**config.mk**
```make
export PLATFORM = sky130hd
export DESIGN_NAME = pipe_ctrl
export DESIGN_NICKNAME = d
export VERILOG_FILES = /design/src/rtl/pipe_ctrl_pkg.sv /design/src/rtl/pipe_ctrl.sv
export SDC_FILE = /design/constraint.sdc
export NUM_CORES = 1
export LEC_CHECK = 0
export CAP_MARGIN = 20
export CELL_PAD_IN_SITES_DETAIL_PLACEMENT = 0
export CELL_PAD_IN_SITES_GLOBAL_PLACEMENT = 1
export CORE_MARGIN = 2
export CORE_UTILIZATION = 34
export DETAILED_ROUTE_END_ITERATION = 16
export HOLD_SLACK_MARGIN = 0.06
export PLACE_DENSITY_LB_ADDON = 0.1
export SYNTH_ARGS = -nofsm -noshare
export SYNTH_HDL_FRONTEND = slang
export SYNTH_SLANG_ARGS = --single-unit
```
**constraint.sdc**
```tcl
create_clock -name clk -period 3.16 [get_ports clk]
set_clock_uncertainty 0.1 [all_clocks]
set_input_delay 0.474 -clock clk [delete_from_list [all_inputs] [get_ports clk]]
set_output_delay 0.474 -clock clk [all_outputs]
set_load 0.03 [all_outputs]
```
**src/rtl/pipe_ctrl_pkg.sv**
```systemverilog
// pipe_ctrl_pkg: shared state encodings and constants for the pipeline controller
package pipe_ctrl_pkg;
    localparam int XLEN = 32;
    localparam logic TRUE = 1'b1;
    localparam logic FALSE = 1'b0;
    typedef enum logic [1:0] {
        PURGE    = 2'd0,
        RUN      = 2'd1,
        MEM_WAIT = 2'd2
    } state_e;
endpackage

```
**src/rtl/pipe_ctrl.sv**
```systemverilog
// pipe_ctrl: stall/flush/redirect controller for the 5-stage core with purge sequencing and perf counters
module pipe_ctrl
    import pipe_ctrl_pkg::*;
#(
    parameter int RST_HOLD_CYCLES = 2,
    parameter int MEM_TIMEOUT = 255,
    parameter int CNT_W = 32
) (
    input  logic             clk,
    input  logic             rst_n,
    input  logic             load_hazard_stall,
    input  logic             branch_taken_ex,
    input  logic [XLEN-1:0]  branch_target_ex,
    input  logic             dmem_req_mem,
    input  logic             dmem_ack,
    output logic             stall_if,
    output logic             stall_id,
    output logic             stall_ex,
    output logic             stall_mem,
    output logic             flush_id,
    output logic             flush_ex,
    output logic             flush_wb,
    output logic             pc_redirect_en,
    output logic [XLEN-1:0]  pc_redirect_addr,
    output logic [CNT_W-1:0] stall_cnt,
    output logic [CNT_W-1:0] flush_cnt,
    output logic             mem_timeout_err
);
    localparam int HW = $clog2(RST_HOLD_CYCLES + 1);
    localparam int WW = $clog2(MEM_TIMEOUT + 1);

    state_e state_q, state_d;
    logic [HW-1:0] hold_q, hold_d;
    logic [WW-1:0] wait_q, wait_d;
    logic [CNT_W-1:0] stall_cnt_q, stall_cnt_d, flush_cnt_q, flush_cnt_d;
    logic err_q, err_d;

    assign pc_redirect_addr = branch_target_ex;
    assign stall_cnt = stall_cnt_q;
    assign flush_cnt = flush_cnt_q;
    assign mem_timeout_err = err_q;

    // next state and per-stage controls; memory wait outranks branch, branch outranks load-use
    always_comb begin
        state_d = state_q;
        hold_d = hold_q;
        wait_d = wait_q;
        stall_if = FALSE;
        stall_id = FALSE;
        stall_ex = FALSE;
        stall_mem = FALSE;
        flush_id = FALSE;
        flush_ex = FALSE;
        flush_wb = FALSE;
        pc_redirect_en = FALSE;
        case (state_q)
            PURGE: begin
                {stall_if, stall_id, stall_ex, stall_mem} = {4{TRUE}};
                {flush_id, flush_ex, flush_wb} = {3{TRUE}};
                hold_d = (hold_q == '0) ? hold_q : hold_q - HW'(1);
                state_d = (hold_q == '0) ? RUN : PURGE;
            end
            RUN: begin
                if (dmem_req_mem && !dmem_ack) begin
                    {stall_if, stall_id, stall_ex, stall_mem, flush_wb} = {5{TRUE}};
                    wait_d = '0;
                    state_d = MEM_WAIT;
                end else if (branch_taken_ex) begin
                    {pc_redirect_en, flush_id, flush_ex} = {3{TRUE}};
                end else if (load_hazard_stall) begin
                    {stall_if, stall_id, flush_ex} = {3{TRUE}};
                end
            end
            MEM_WAIT: begin
                if (dmem_ack) begin
                    state_d = RUN;
                end else begin
                    {stall_if, stall_id, stall_ex, stall_mem, flush_wb} = {5{TRUE}};
                    wait_d = (wait_q == WW'(MEM_TIMEOUT)) ? wait_q : wait_q + WW'(1);
                end
            end
            default: state_d = PURGE;
        endcase
    end

    // counters and the sticky timeout flag; the pipeline keeps waiting after a timeout
    always_comb begin
        stall_cnt_d = stall_cnt_q + ((stall_if && state_q != PURGE) ? CNT_W'(1) : CNT_W'(0));
        flush_cnt_d = flush_cnt_q + (pc_redirect_en ? CNT_W'(1) : CNT_W'(0));
        err_d = err_q || (state_q == MEM_WAIT && wait_d == WW'(MEM_TIMEOUT));
    end

    // state registers; reset abandons any outstanding access and restarts the purge
    always_ff @(posedge clk or negedge rst_n) begin
        if (!rst_n) begin
            state_q <= PURGE;
            hold_q <= HW'(RST_HOLD_CYCLES - 1);
            wait_q <= '0;
            stall_cnt_q <= '0;
            flush_cnt_q <= '0;
            err_q <= FALSE;
        end else begin
            state_q <= state_d;
            hold_q <= hold_d;
            wait_q <= wait_d;
            stall_cnt_q <= stall_cnt_d;
            flush_cnt_q <= flush_cnt_d;
            err_q <= err_d;
        end
    end
endmodule

```
==> results.md <==
- For this configuration, the core starts out at a cell density of 0.350.
- Of the total synthesized cell area, the portion taken by XOR and XNOR cells is 0.132.
- The via count of the first global-routing pass is 2804.
- The TritonCTS clock tree is done.
- The number of top-level pins is 143.
- The highest ir drop seen on vdd is 463 uV.
- The power per cell area is 633 nW/um^2.
- The final sum of negative setup slack is 0 ps.
- Measured along the y axis, the die boundary spans 113 microns.
- The count of yosys warnings during synthesis is 0.
- When the netlist entered floorplanning its net count stood at 430.
- Once placement finished, the instance area stood at 4760 sq um.
- STA classifies the critical path startpoint as an input port.
- The count of cells in the finished layout, fillers not included, comes to 588.
- Buffers placed on the I/O ports in this run total 78.
- The clock drives 77 sinks.
- The synthesized cell area is 4030 sq um.
- The worst min-delay path category is reg2reg.
- The via total after detailed routing is 2886.
- The fraction of synthesis flops using an asynchronous set or reset pin is 1.00.
- The part of the power in the clock network is 0.301.
- The portion of synthesized area spent on multiplexers is 0.00248.
- The number of antenna violations at the first check in global routing is 0.
- The maximum root-to-sink buffer count is 2.
- The most used flip-flop cell after synthesis is sky130_fd_sc_hd__dfrtp_1.
- The total area inside the core boundary comes to 11500 sq um.
- Setup violations remaining at the end of the flow were counted as 0.
- The combinational family with the most area after synthesis is simple AND/OR/NAND/NOR gates.
- The highest attainable clock frequency is 0.338 GHz.
- The residual overflow from global routing is 0.
- In the final routed layout, each cell accounts on average for 14.4 microns.
- The growth of design area from synthesis to finish is 25.8%.
- The launch point of the worst hold path is mem_timeout_err.
- The estimated wirelength of the detail-placed design is 6.07 mm.
- The tool flagged a number of max-cap violations equal to 0.
- The total count of max-transition violations in the final report was 0.
- The share of total power in combinational logic is 0.326.
- The flow ran to the end, but the final reports show violations.
- The design draws 3.21 mW.
- The number of diodes added for antenna fixing is 0.
- For this run, the post-layout net count is 488.
- The smallest clock period supported by the final layout is computed as 2960 ps.
- For this run, the total global-route usage over all layers was measured as 0.141.
- Of the total power, registers draw 0.374.
- In this run the worst path has a maximum fanout of 3.
- The H-tree generated during clock tree synthesis spans 3 levels.
- In this run the remaining antenna-violating nets after routing total 0.
- The worst hold path passes through 2 cells.
- The checks that failed: DRC.
- Counting every instance in the synthesized netlist gives 382.
- The final standard cell area without fillers is 5070 sq um.
- The terminating pin of the worst hold path is mem_timeout_err.
- The transition time at the pin with the least slew margin is 569 ps.
- The residual DRC count is 13.
- The setup check on the worst reg-to-reg path leaves a slack of 330 ps.
- The compound-gate portion of the synthesized area is 0.0586.
- The fraction of final layout cells with drive strength greater than 1 is 0.0921.
- Using the TritonRoute via totals, the vias-per-cell ratio works out to 4.91.
- Of the total synthesized cell area, the portion taken by full adders, half adders and majority gates is 0.0310.
- The final weighted congestion of routability-driven global placement is 0.824.
- The startpoint identified for the worst register-to-register timing path is state_q[1].
- The die covers 12700 sq um.
- At the later pin of the worst-skew pair, clock insertion delay measures 330 ps.
- The root buffer cell chosen for the clock tree is sky130_fd_sc_hd__clkbuf_16.
- The worst hold slack is 362 ps.
- The first global-routing pass estimated 14.4 mm of wire.
- The largest net degree at the start of global routing is 78.
- The number of distinct library cells after synthesis is 51.
- For this run, the register share of the synthesized area comes to 0.478.
- The internal portion of total power is 2.07 mW.
- After clock tree synthesis, the clock-pin slew on the worst setup and hold paths is 60 ps.
- At the worst endpoint, the required time is 2590 ps.
- In this run, synthesis inferred 0 flip-flops with an integrated enable.
- Counting flops and latches in the post-synthesis netlist gives 77.
- The number of hold violations in the final report is 0.
- The worst endpoint data arrival time is 2390 ps.
- The leakage power summed over all cells is 2.21 nW.
- Including well taps, the total number of placed cells is 570.
- For the worst flop-to-flop path, the logic depth is 11.
- The die span in x is 113 microns.
- Summed over all layers, the routed wires come to 8.49 mm.
- The final worst-path cycle share is 0.937.
- The average cell area after synthesis is 10.6 sq um.
- The floorplan has 39 rows.
- Of the total synthesized cell area, the portion taken by AND, OR, NAND and NOR gates is 0.213.
- For this run, the detailed router's first-pass iteration total came to 10.
- The worst setup path is captured at an output pin.
- Setup repair after global routing left no endpoint under its margin.
- In this run the critical register-to-register path is captured at stall_cnt[18].
- The fraction of power spent switching nets is 0.356.
- TritonCTS created 9 clock buffers.
- The critical path is of the in2out type.
- The total net switching power is 1.14 mW.
- The number of design-rule violations left by the first detailed-router iteration is 157.
- Measured against its own limit, the worst slew margin works out to 0.620.
worst max-delay path, cell delays in order:
cell	delay [ps]
sky130_fd_sc_hd__clkdlybuf4s50_1	460
sky130_fd_sc_hd__nand2b_1	200
sky130_fd_sc_hd__and3_1	220
sky130_fd_sc_hd__or2_2	290
sky130_fd_sc_hd__a21o_1	160
sky130_fd_sc_hd__clkdlybuf4s50_1	590
how the worst max path moves through the flow:
stage	startpoint	to	slack, ps	depth (start not counted)
4_1_cts	dmem_ack	flush_ex	170	6
3_5_place_dp	dmem_req_mem	stall_cnt[28]	180	13
6_report	dmem_ack	flush_ex	200	6
3_3_place_gp	dmem_ack	flush_ex	190	6
5_1_grt	state_q[1]	stall_cnt[28]	60	12
2_1_floorplan	state_q[1]	stall_cnt[26]	190	11
power by group through the flow:
stage	logic (mW)	clock network [mW]	registers, mW
after global placement	1.05	0	1.22
after global routing	1.13	1.04	1.22
after detailed placement	1.05	0	1.22
after floorplan	0.623	0	1.32
final	1.05	0.965	1.20
after CTS	1.05	1.00	1.20
what timing repair did:
item,CTS,global route
endpoints found under the hold margin,0,31
setup buffers,0,0
hold buffers,0,1
gates resized for setup,0,0
registers in the layout, indices dropped and copies added, names as in the netlist:
register	cells
flush_cnt	32
hold_q	2
mem_timeout_err	1
stall_cnt	32
state_q	2
wait_q	8
metrics by stage:
stage	setup WS, ps	utilization
6_report	199	0.441
5_1_grt	61.6	0.441
2_1_floorplan	193	-
3_3_place_gp	191	0.413
4_1_cts	165	0.437
3_5_place_dp	177	0.413
layer usage:
metal,part of all wire,GRT usage
met1,0.49,0.198
met2,0.44,0.202
met3,0.060,0.0461
met4,0.015,0.0520
met5,0,0
placed cells by master, fill, tap and decap left out, drive strengths merged, types with 7 or more instances in the layout:
| cell type | n |
|---|---|
| dfrtp | 76 |
| xnor2 | 49 |
| nor2 | 18 |
| nand4 | 19 |
| o21ai | 7 |
| inv | 15 |
| a21oi | 7 |
| ha | 10 |
| clkdlybuf4s50 | 77 |
| clkbuf | 12 |
| nand2 | 38 |
| buf | 8 |
| and3 | 13 |
| xor2 | 12 |
| nand3 | 27 |
Yosys cell counts (2+ instances only):
library cell                 n  share of area
sky130_fd_sc_hd__and3b_1     2         0.0043
sky130_fd_sc_hd__nand2_1    37          0.034
sky130_fd_sc_hd__o21ai_0     7         0.0087
sky130_fd_sc_hd__xor2_1     12          0.026
sky130_fd_sc_hd__buf_2       2         0.0025
sky130_fd_sc_hd__dfrtp_1    76           0.47
sky130_fd_sc_hd__or2_2       3         0.0047
sky130_fd_sc_hd__xnor2_1    49           0.11
sky130_fd_sc_hd__nand2b_1    6         0.0093
sky130_fd_sc_hd__nand3_1    25          0.031
sky130_fd_sc_hd__nor4_4      2          0.011
sky130_fd_sc_hd__nor2_1     18          0.017
sky130_fd_sc_hd__a41oi_1     2         0.0043
sky130_fd_sc_hd__and2_1      3         0.0047
sky130_fd_sc_hd__ha_1       10          0.031
sky130_fd_sc_hd__and3_1     13          0.020
sky130_fd_sc_hd__inv_1      15          0.014
sky130_fd_sc_hd__nor3_1      3         0.0037
sky130_fd_sc_hd__buf_4      36          0.067
sky130_fd_sc_hd__nand4_4     2          0.011
sky130_fd_sc_hd__o2bb2ai_1   2         0.0043
sky130_fd_sc_hd__o41ai_1     2         0.0043
sky130_fd_sc_hd__and4_1      5          0.011
sky130_fd_sc_hd__a21oi_1     7         0.0087
sky130_fd_sc_hd__nand4_1    17          0.026
cells by family after synthesis:
| kind of cell | Yosys count |
|---|---|
| compound gates | 32 |
| xor+xnor | 61 |
| fa+ha+maj | 10 |
| buf+inv | 54 |
| flops | 77 |
| mux | 1 |
| simple gates | 147 |
layout make-up:
cell class	instances	area (sq um)
fill	1120	6440
sequential	77	1930
multi-input combinational	251	1770
timing repair buffer	86	861
clock buffer	12	256
tap	143	179
inverter	15	56.3
clock inverter	4	22.5
Note: power is estimated with default switching activity, not from simulation.
